$ cat config.mk
export PLATFORM = sky130hd
export DESIGN_NAME = rom_loader_mc
export DESIGN_NICKNAME = d
export VERILOG_FILES = /design/src/rtl/rom_loader_mc.sv
export SDC_FILE = /design/constraint.sdc
export NUM_CORES = 1
export LEC_CHECK = 0
export ABC_AREA = 1
export BUFFER_PORTS_ARGS = -buffer_cell sky130_fd_sc_hd__buf_2
export CAP_MARGIN = 40
export CORE_ASPECT_RATIO = 0.6
export CORE_MARGIN = 5
export CORE_UTILIZATION = 60
export CTS_BUF_LIST = sky130_fd_sc_hd__clkbuf_16
export DETAILED_ROUTE_END_ITERATION = 7
export GPL_TIMING_DRIVEN = 0
export PLACE_DENSITY = 0.88
export SETUP_SLACK_MARGIN = 0.2
export SLEW_MARGIN = 10
export SYNTH_ARGS = -nofsm -noshare
export SYNTH_HDL_FRONTEND = slang
export SYNTH_SLANG_ARGS = --single-unit
$ cat constraint.sdc
create_clock -name sys_clk -period 3.9 [get_ports sys_clk]
set_clock_uncertainty 0.15 [all_clocks]
set_input_delay 0.78 -clock sys_clk [delete_from_list [all_inputs] [get_ports sys_clk]]
set_output_delay 0.78 -clock sys_clk [all_outputs]
set_load 0.05 [all_outputs]
$ cat src/rtl/rom_loader_mc.sv
// ============================================================================
// Module      : rom_loader_mc
// Description : ioctl ROM stream parser; routes regions to a packed SDRAM
//               writer (linear / reorder16) or one-hot BRAM chip-selects.
// Revision    : 1.0 - initial release
// ============================================================================
`default_nettype none

module rom_loader_mc #(
    parameter int                                NUM_REGIONS = 16,
    parameter int                                SDR_DW      = 16,
    parameter int                                BRAM_CS_W   = 6,
    parameter int                                BRAM_AW     = 20,
    parameter logic [NUM_REGIONS*25-1:0]         REGION_BASE = '0,
    parameter logic [NUM_REGIONS*BRAM_CS_W-1:0]  REGION_CS   = '0,
    parameter logic [NUM_REGIONS*2-1:0]          REGION_MODE = '0
) (
    input  logic                   sys_clk,
    input  logic                   sys_rst_n,
    input  logic                   ioctl_downl,
    input  logic                   ioctl_wr,
    input  logic [7:0]             ioctl_data,
    output logic                   ioctl_wait,
    output logic [24:0]            sdr_addr,
    output logic [SDR_DW-1:0]      sdr_data,
    output logic [SDR_DW/8-1:0]    sdr_be,
    output logic                   sdr_req,
    input  logic                   sdr_ack,
    output logic [BRAM_AW-1:0]     bram_addr,
    output logic [7:0]             bram_data,
    output logic [BRAM_CS_W-1:0]   bram_cs,
    output logic                   bram_wr,
    output logic [7:0]             board_cfg,
    output logic                   load_err,
    output logic                   load_done
);

    localparam int         c_NB   = SDR_DW / 8;
    localparam int         c_LW   = $clog2(c_NB);
    localparam logic [7:0] c_NREG = 8'(NUM_REGIONS);

    localparam logic [3:0] c_S_BOARD_CFG = 4'd0;
    localparam logic [3:0] c_S_REGION_IDX = 4'd1;
    localparam logic [3:0] c_S_SIZE_0    = 4'd2;
    localparam logic [3:0] c_S_SIZE_1    = 4'd3;
    localparam logic [3:0] c_S_SIZE_2    = 4'd4;
    localparam logic [3:0] c_S_SDR_DATA  = 4'd5;
    localparam logic [3:0] c_S_BRAM_DATA = 4'd6;
    localparam logic [3:0] c_S_SKIP      = 4'd7;
    localparam logic [3:0] c_S_SDR_FLUSH = 4'd8;

    logic [3:0]            r_state, w_state_next;
    logic                  r_wr_d, r_downl_d, w_byte;
    logic [3:0]            r_region, w_reg_inc, w_idx_next, w_tbl;
    logic                  r_bad, w_idx_bad;
    logic [23:0]           r_size, w_size_full;
    logic [24:0]           r_offset, r_base;
    logic [1:0]            r_mode;
    logic                  w_last;
    logic [24:0]           w_tbl_base;
    logic [BRAM_CS_W-1:0]  w_tbl_cs;
    logic [1:0]            w_tbl_mode;

    logic [SDR_DW-1:0]     r_acc_data, w_lin_data;
    logic [c_NB-1:0]       r_acc_be, w_lin_be, w_ro_be;
    logic [24:0]           r_acc_addr, w_word_addr, w_ro_addr;
    logic [c_LW-1:0]       w_lane;
    logic                  w_lane_full;

    logic                  r_pend_valid;
    logic [24:0]           r_pend_addr;
    logic [SDR_DW-1:0]     r_pend_data;
    logic [c_NB-1:0]       r_pend_be;
    logic                  w_push, w_load_pend, w_load_push, w_pend_free;
    logic [24:0]           w_push_addr;
    logic [SDR_DW-1:0]     w_push_data;
    logic [c_NB-1:0]       w_push_be;
    logic                  r_done_armed;

    assign w_byte      = ioctl_downl & ioctl_wr & ~r_wr_d;
    assign w_reg_inc   = r_region + 4'd1;
    assign w_idx_next  = (ioctl_data == 8'hFF) ? w_reg_inc : ioctl_data[3:0];
    assign w_idx_bad   = (ioctl_data == 8'hFF) ? ({4'd0, w_reg_inc} >= c_NREG)
                                               : (ioctl_data >= c_NREG);
    assign w_tbl       = r_bad ? 4'd0 : r_region;
    assign w_tbl_base  = REGION_BASE[int'(w_tbl)*25 +: 25];
    assign w_tbl_cs    = REGION_CS[int'(w_tbl)*BRAM_CS_W +: BRAM_CS_W];
    assign w_tbl_mode  = REGION_MODE[int'(w_tbl)*2 +: 2];
    // Size field is little-endian: SIZE_0 carries bits [7:0].
    assign w_size_full = {ioctl_data, r_size[15:0]};
    assign w_last      = (r_offset == {1'b0, r_size - 24'd1});
    assign w_lane      = r_offset[c_LW-1:0];
    assign w_lane_full = &w_lane;
    assign w_word_addr = r_base + (r_offset & ~25'(c_NB - 1));
    assign w_ro_addr   = r_base + {r_offset[24:5], r_offset[2:0], r_offset[4:3]};

    always_comb begin
        w_lin_data = r_acc_data;
        w_lin_data[int'(w_lane)*8 +: 8] = ioctl_data;
        w_lin_be = r_acc_be;
        w_lin_be[w_lane] = 1'b1;
        w_ro_be = '0;
        w_ro_be[w_ro_addr[c_LW-1:0]] = 1'b1;
    end

    // State register
    always_ff @(posedge sys_clk or negedge sys_rst_n) begin
        if (!sys_rst_n) r_state <= c_S_BOARD_CFG;
        else            r_state <= w_state_next;
    end

    // Next-state logic
    always_comb begin
        w_state_next = r_state;
        if (!ioctl_downl) begin
            w_state_next = c_S_BOARD_CFG;
        end else begin
            case (r_state)
                c_S_BOARD_CFG:  if (w_byte) w_state_next = c_S_REGION_IDX;
                c_S_REGION_IDX: if (w_byte) w_state_next = c_S_SIZE_0;
                c_S_SIZE_0:     if (w_byte) w_state_next = c_S_SIZE_1;
                c_S_SIZE_1:     if (w_byte) w_state_next = c_S_SIZE_2;
                c_S_SIZE_2: if (w_byte) begin
                    if (w_size_full == 24'd0)        w_state_next = c_S_REGION_IDX;
                    else if (r_bad || w_tbl_mode[1]) w_state_next = c_S_SKIP;
                    else if (w_tbl_cs != '0)         w_state_next = c_S_BRAM_DATA;
                    else                             w_state_next = c_S_SDR_DATA;
                end
                c_S_SDR_DATA: if (w_byte && w_last) begin
                    if (r_mode == 2'd0 && !w_lane_full) w_state_next = c_S_SDR_FLUSH;
                    else                                w_state_next = c_S_REGION_IDX;
                end
                c_S_BRAM_DATA, c_S_SKIP: if (w_byte && w_last) w_state_next = c_S_REGION_IDX;
                c_S_SDR_FLUSH: if (w_pend_free) w_state_next = c_S_REGION_IDX;
                default: w_state_next = c_S_BOARD_CFG;
            endcase
        end
    end

    // Output / word-push logic
    always_comb begin
        w_push      = 1'b0;
        w_push_addr = w_word_addr;
        w_push_data = w_lin_data;
        w_push_be   = '1;
        w_load_pend = !sdr_req && r_pend_valid;
        w_pend_free = !r_pend_valid || w_load_pend;
        if (r_state == c_S_SDR_DATA && w_byte) begin
            if (r_mode == 2'd1) begin
                w_push      = 1'b1;
                w_push_addr = w_ro_addr;
                w_push_data = {c_NB{ioctl_data}};
                w_push_be   = w_ro_be;
            end else if (w_lane_full) begin
                w_push = 1'b1;
            end
        end else if (r_state == c_S_SDR_FLUSH && ioctl_downl && w_pend_free) begin
            w_push      = 1'b1;
            w_push_addr = r_acc_addr;
            w_push_data = r_acc_data;
            w_push_be   = r_acc_be;
        end
        w_load_push = w_push && !sdr_req && !r_pend_valid;
        ioctl_wait  = r_pend_valid || (r_state == c_S_SDR_FLUSH);
    end

    always_ff @(posedge sys_clk or negedge sys_rst_n) begin
        if (!sys_rst_n) begin
            r_wr_d     <= 1'b0;
            r_downl_d  <= 1'b0;
            r_region   <= 4'd0;
            r_bad      <= 1'b0;
            r_size     <= '0;
            r_offset   <= '0;
            r_base     <= '0;
            r_mode     <= 2'd0;
            board_cfg  <= 8'd0;
            load_err   <= 1'b0;
            bram_cs    <= '0;
            bram_addr  <= '0;
            bram_data  <= 8'd0;
            bram_wr    <= 1'b0;
            r_acc_data <= '0;
            r_acc_be   <= '0;
            r_acc_addr <= '0;
        end else begin
            r_wr_d    <= ioctl_wr;
            r_downl_d <= ioctl_downl;
            bram_wr   <= 1'b0;
            if (ioctl_downl && !r_downl_d) load_err <= 1'b0;
            else if (r_state == c_S_REGION_IDX && w_byte && w_idx_bad) load_err <= 1'b1;

            if (!ioctl_downl) begin
                r_region <= 4'd0;
                r_bad    <= 1'b0;
            end else if (w_byte) begin
                case (r_state)
                    c_S_BOARD_CFG: board_cfg <= ioctl_data;
                    c_S_REGION_IDX: begin
                        r_region <= w_idx_next;
                        r_bad    <= w_idx_bad;
                    end
                    c_S_SIZE_0: r_size[7:0]  <= ioctl_data;
                    c_S_SIZE_1: r_size[15:8] <= ioctl_data;
                    c_S_SIZE_2: begin
                        r_size[23:16] <= ioctl_data;
                        r_offset      <= '0;
                        r_base        <= w_tbl_base;
                        r_mode        <= r_bad ? 2'd2 : w_tbl_mode;
                        bram_cs       <= r_bad ? '0 : w_tbl_cs;
                    end
                    c_S_BRAM_DATA: begin
                        r_offset  <= r_offset + 25'd1;
                        bram_addr <= r_offset[BRAM_AW-1:0];
                        bram_data <= ioctl_data;
                        bram_wr   <= 1'b1;
                    end
                    c_S_SDR_DATA, c_S_SKIP: r_offset <= r_offset + 25'd1;
                    default: ;
                endcase
            end

            if (!ioctl_downl || (r_state == c_S_SIZE_2 && w_byte) ||
                (r_state == c_S_SDR_FLUSH && w_pend_free)) begin
                r_acc_data <= '0;
                r_acc_be   <= '0;
            end else if (r_state == c_S_SDR_DATA && w_byte && r_mode == 2'd0) begin
                r_acc_data <= w_lane_full ? '0 : w_lin_data;
                r_acc_be   <= w_lane_full ? '0 : w_lin_be;
                r_acc_addr <= w_word_addr;
            end
        end
    end

    // Two-deep write queue: output register plus one pending word
    always_ff @(posedge sys_clk or negedge sys_rst_n) begin
        if (!sys_rst_n) begin
            sdr_req      <= 1'b0;
            sdr_addr     <= '0;
            sdr_data     <= '0;
            sdr_be       <= '0;
            r_pend_valid <= 1'b0;
            r_pend_addr  <= '0;
            r_pend_data  <= '0;
            r_pend_be    <= '0;
            r_done_armed <= 1'b0;
            load_done    <= 1'b0;
        end else begin
            if (sdr_req && sdr_ack) begin
                sdr_req <= 1'b0;
            end else if (w_load_pend) begin
                sdr_req  <= 1'b1;
                sdr_addr <= r_pend_addr;
                sdr_data <= r_pend_data;
                sdr_be   <= r_pend_be;
            end else if (w_load_push) begin
                sdr_req  <= 1'b1;
                sdr_addr <= w_push_addr;
                sdr_data <= w_push_data;
                sdr_be   <= w_push_be;
            end
            if (w_load_pend) r_pend_valid <= 1'b0;
            if (w_push && !w_load_push) begin
                r_pend_valid <= 1'b1;
                r_pend_addr  <= w_push_addr;
                r_pend_data  <= w_push_data;
                r_pend_be    <= w_push_be;
            end

            load_done <= 1'b0;
            if (ioctl_downl) begin
                r_done_armed <= 1'b0;
            end else if (r_downl_d) begin
                r_done_armed <= 1'b1;
            end else if (r_done_armed && !sdr_req && !r_pend_valid) begin
                r_done_armed <= 1'b0;
                load_done    <= 1'b1;
            end
        end
    end

endmodule

`default_nettype wire
; Word-level counts from Yosys, hierarchy flattened
; Cells that the tools add are included.
[totals]
latch_bits = 0
memories = 0
ram_bits = 0
ff_bits = 264
mem_bits_ro = 0
input_bits = 13
output_inout_bits = 90
[op_classes]
eq_ne = 21
n_shift = 5
muxes = 72
bitwise = 6
reduce_logical = 54
div_mod_pow = 0
addsub = 6
n_mul = 2
n_lt_le_gt_ge = 5
[ops]
columns = op, count
row1 = $shiftx A400 B10 Y25 const A, 1
row2 = $mux W16, 8
row3 = $mux W25, 5
row4 = $shiftx A96 B8 Y6 const A, 1
row5 = $mux W4, 15
row6 = $add A25 B25 Y25, 2
row7 = $pmux W25 S2, 1
row8 = $neg A4 Y33, 1
row9 = $shift A8 B33 Y16 const A, 1
row10 = $shiftx A8 B33 Y16, 1
row11 = $pmux W4 S8, 1
row12 = $shiftx A32 B6 Y2 const A, 1
row13 = $mux W1, 26
row14 = $add A25 B1 Y25 const B, 1
row15 = $eq A25 B24 Y1, 1
row16 = $logic_not A24 Y1, 1
row17 = $ne A3 B3 Y1 const B, 8
row18 = $sub A24 B1 Y24 const B, 1
row19 = $mux W2, 11
row20 = $logic_and A1 B1 Y1, 20
row21 = $reduce_and A3 Y1, 6
row22 = $bwmux W16, 1
row23 = $eq A4 B3 Y1 const B, 4
row24 = $reduce_bool A2 Y1, 5
row25 = 28 further kinds, 48

; Depth between registers and ports, before layout
[depth]
ltp_word = 11
mapped_depth = 17

; Worst setup path after synthesis
; Ideal clock, no wire load.
[synth_path]
path_type = input to register
start = input port ioctl_downl
end = register sdr_data[1]
setup_ns = 0.132
slack_ns = 1.524
cell_stages = 15
arrival_ns = 2.094
t_required_ns = 3.618
path_cell_list = buf_4 nand2_4 nor2_8 nand2_4 clkinv_2 nand2_2 o21ai_2 inv_2 nor2_2 inv_2 nand2_2 inv_2 buf_6 a22oi_2 o21ai_1
[synth_between]
elab_chain_cells = 8
word_cells_on_any_way = 15
classes_between = 6 x mux / 2 x bitwise / 7 x reduce/logical
[synth_rtl]
columns = element, line_no
row1 = from (decl), 20  ; input logic ioctl_downl,
row2 = $and A1 B1 Y1 or $logic_and A1 B1 Y1 (tied branches) (2 in series), "80, 157"
row3 = $logic_and A1 B1 Y1 or $mux W1 (tied branches), "148, 157"
row4 = $mux W1, 148  ; if (r_state == c_S_SDR_DATA && w_byte) begin
row5 = $logic_and A1 B1 Y1 (2 in series), 163  ; w_load_push = w_push && !sdr_req && !r_pend_valid;
row6 = $reduce_bool A2 Y1 (no source line), n/a
row7 = $reduce_and A2 Y1 (no source line), n/a
row8 = to (signal assigned), 254  ; sdr_data <= r_pend_data;
row9 = to (signal assigned), 259  ; sdr_data <= w_push_data;
row10 = to (decl), 25  ; output logic [SDR_DW-1:0] sdr_data,
; Several ways; a longest one is shown, not always the timed one. The select of a mux whose other input is x is not followed.
; A chain may end at the register's enable or synchronous reset.

; Worst setup path after layout
[layout_path]
start = register r_state[1]
end = output port ioctl_wait
[layout_between]
elab_chain_cells = 2
[layout_rtl]
columns = element, line_no
row1 = from (decl), 52  ; logic [3:0] r_state, w_state_next;
row2 = from (signal assigned), 108  ; if (!sys_rst_n) r_state <= c_S_BOARD_CFG;
row3 = from (signal assigned), 109  ; else r_state <= w_state_next;
row4 = $eq A4 B4 Y1, 164  ; ioctl_wait = r_pend_valid || (r_state == c_S_SDR_FLUSH);
row5 = $logic_or A1 B1 Y1, 164
row6 = to (decl), 23  ; output logic ioctl_wait,
; Every way passes these cells.

==> results.toml <==
[placed_design]
post-dp-hpwl_um = 22800
numPortBuffers = 95
gp_congestion = 0.971
placed_area_mm2 = 0.0116
dpl.cell_count = 1607

[min_path]
holdPathStages = 1
hold_end = "r_downl_d$_DFF_PN0_"
worstHoldStart = "ioctl_downl"
hold_path_class = "input port to flip-flop"

[timing]
finalSetupViolCount = 0
hold_viol = 0
rsz0062_at_grt = "no"
tightest_slew_ns = 0.715
final.min_clock_period_ns = 2.87
min_period_over_period_pct = 73.5
slew_viol_final = 0
max_freq_mhz = 349
relSlewSlack_pct = 52.3
setup_tns_ns = 0
hold_slack_ns = 0.261

[critical_path]
path_class = "flip-flop to output pin"
critPathTopFamily = "simple AND/OR/NAND/NOR gates"
cp-end-kind = "output pin"
reg2reg_to = "r_state[0]$_DFFE_PN0P_"
cp_max_fo = 5
crit_chain = "inv_1 > nand2_1 > nor3_2 > inv_1 > nand2_1 > buf_2"
worstPathRequired_ns = 2.97
reg2reg_slack_ns = 1.13
r2r_cells = 17
arrival_ns = 1.94
critPathSlowestCell = "dfrtp_1"
critPathMaxStageDelay_ns = 0.42
timing.rr.start = "r_size[0]$_DFFE_PN0P_"
start_kind = "flip-flop"
worstPathBufferInverterCount = 3

[logic_synthesis]
ys_seq_area_share_pct = 52.6
synth_cells = 1270
ys.flop_type = "dfrtp_1"
synth_enable_flop_cells = 0
async_flop_share_pct = 100
synth_area_mm2 = 0.0107
synth.avg_cell_area_um2 = 8.43
synth-seq-cells = 225
yosysWarnings = 0
yosysUniqueCellTypes = 54

[route]
avgRoutedWirePerCell_um = 18.8
drt_iter0_drc = 1110
vias_per_cell = 5.81
dr.pass1.iters = 5
wl_um = 30900
drc = 0
postRouteAntennaNets = 0
vias = 9550

[global_routing]
antenna_found_initial = 0
grt_max_degree = 115
grt-ovfl-total = 0
grt_pass1_vias = 9372
grt_usage_pct = 30.3
grt_pass1_wl_um = 50100

[finish]
final_cell_area_mm2 = 0.0122
num_antenna_cells = 0
fin_cells = 1643
layout-drive-gt1-share_pct = 15.1
fin_nets = 1413
syn_to_final_growth_pct = 13.9

[die]
start_util_pct = 61.8
row_count = 37
io_pins = 103
die_area_mm2 = 0.0207
die_x_um = 182
core_area_mm2 = 0.0173
die_h_um = 113

[clock_tree]
cts-resized-gates = 0
path_clk_slew_ns = 0.06
clockBufferDepth = 3
cts_tree = "done"
clock_latency_ns = 0.50
cts_buffers = 21
cts.sinks = 225
cts-root-buf = "clkbuf_16"
cts_max_level = 1

[power_and_ir_drop]
p_leak_nw = 6.02
power_density_mw_per_mm2 = 680
vdd_ir_drop_max_mv = 0.497
p_total_mw = 8.28

[status]
status = "completed"

[job]
max_cap_viol_count = 0
cell type report:
type | count | area [µm²]
buffer | 57 | 269
clock buffer | 21 | 526
clock inverter | 14 | 92.6
fill | 1342 | 5130
inverter | 141 | 531
multi-input combinational | 853 | 4290
sequential | 225 | 5630
tap | 234 | 293
timing repair buffer | 98 | 551
synthesized netlist by cell type (all sizes together) (17+ instances only):
cell type | count | area share, %
nor3 | 17 | 1.1
dfrtp | 225 | 53
buf | 26 | 1.4
clkbuf | 31 | 1.1
a21oi | 28 | 1.3
nand2 | 361 | 13
o21ai | 177 | 8.3
inv | 136 | 4.8
o211ai | 33 | 2.3
nand3 | 42 | 2.1
o22ai | 21 | 1.2
nor2 | 97 | 4.4
report_power, final:
part / internal [mW] / total, mW / switching, mW
registers: 2.75 / 3.17 / 0.422
logic: 0.884 / 3.19 / 2.30
clock network: 1.04 / 1.93 / 0.883
metal layers:
layer  up-vias  GRT usage (%)  share of wire (%)
met5         -              0                  0
met4         0           6.65                1.9
met3        50           8.44                 11
met2       505           44.0                 42
met1      4615           46.0                 44
li1       4380              -                  -
repair_timing:
item | in CTS | in global routing
hold buffers | 1 | 0
hold endpoints to repair | 2 | 0
buffers inserted | 0 | 0
cells by family after synthesis:
logic type / count (synthesis) / synth area share [%]
DFF: 225 / 52.6
other: 1 / 0.0350
adders and majority gates: 3 / 0.351
xor gates and xnor gates: 19 / 1.56
muxes: 1 / 0.0935
and+or+nand+nor: 543 / 22.8
buffers and inverters: 198 / 7.47
AOI/OAI and AO/OA: 280 / 15.1
cell usage in the layout (no fill, tap or decap), drive strengths merged, types with 2 or more instances in the layout:
| cell type | instances |
|---|---|
| o22ai | 21 |
| nand3 | 42 |
| a21oi | 28 |
| clkbuf | 52 |
| nand2 | 361 |
| conb | 7 |
| clkinv | 11 |
| nand4 | 11 |
| nor4 | 6 |
| o21bai | 2 |
| inv | 141 |
| o21ai | 177 |
| nor3 | 17 |
| nor3b | 2 |
| nand3b | 5 |
| dfrtp | 225 |
| xnor2 | 7 |
| a22oi | 10 |
| xor2 | 12 |
| o211ai | 33 |
| ha | 3 |
| nor2 | 97 |
| clkinvlp | 2 |
| a31oi | 3 |
| buf | 123 |
worst max path at each step:
stage	startpoint	to	slack, ns	depth (start not counted)
after floorplan	ioctl_downl	sdr_data[1]$_DFFE_PN0P_	1.52	15
after global placement	sys_rst_n	bram_data[2]$_DFFE_PN0P_	-1.88	1
after detailed placement	ioctl_downl	bram_addr[0]$_DFFE_PN0P_	0.75	10
after CTS	r_state[1]$_DFFE_PN0P_	ioctl_wait	1.05	6
after global routing	r_state[1]$_DFFE_PN0P_	ioctl_wait	0.95	6
final	r_state[1]$_DFFE_PN0P_	ioctl_wait	1.03	6
worst register-to-register path: cells and delay by family (launching register included):
family / cells / cell delay (ns)
flops: 1 / 0.40
compound gates: 1 / 0.26
simple gates: 12 / 1.21
fa+ha+maj: 1 / 0.33
buf+inv: 3 / 0.29
state kept, by name, summed over array words and instances, names as in the netlist, 20 cells and up:
| signal | flops |
|---|---|
| bram_addr | 20 |
| r_acc_addr | 24 |
| r_offset | 25 |
| r_pend_addr | 24 |
| r_size | 24 |
| sdr_addr | 24 |
through the flow:
| step | utilization, % | setup slack [ns] |
|---|---|---|
| after floorplan | - | 1.52 |
| after global placement | 66.4 | -1.88 |
| after detailed placement | 66.7 | 0.748 |
| after CTS | 70.4 | 1.05 |
| after global routing | 70.4 | 0.948 |
| final | 70.4 | 1.03 |
(Power assumes the default switching activity.)
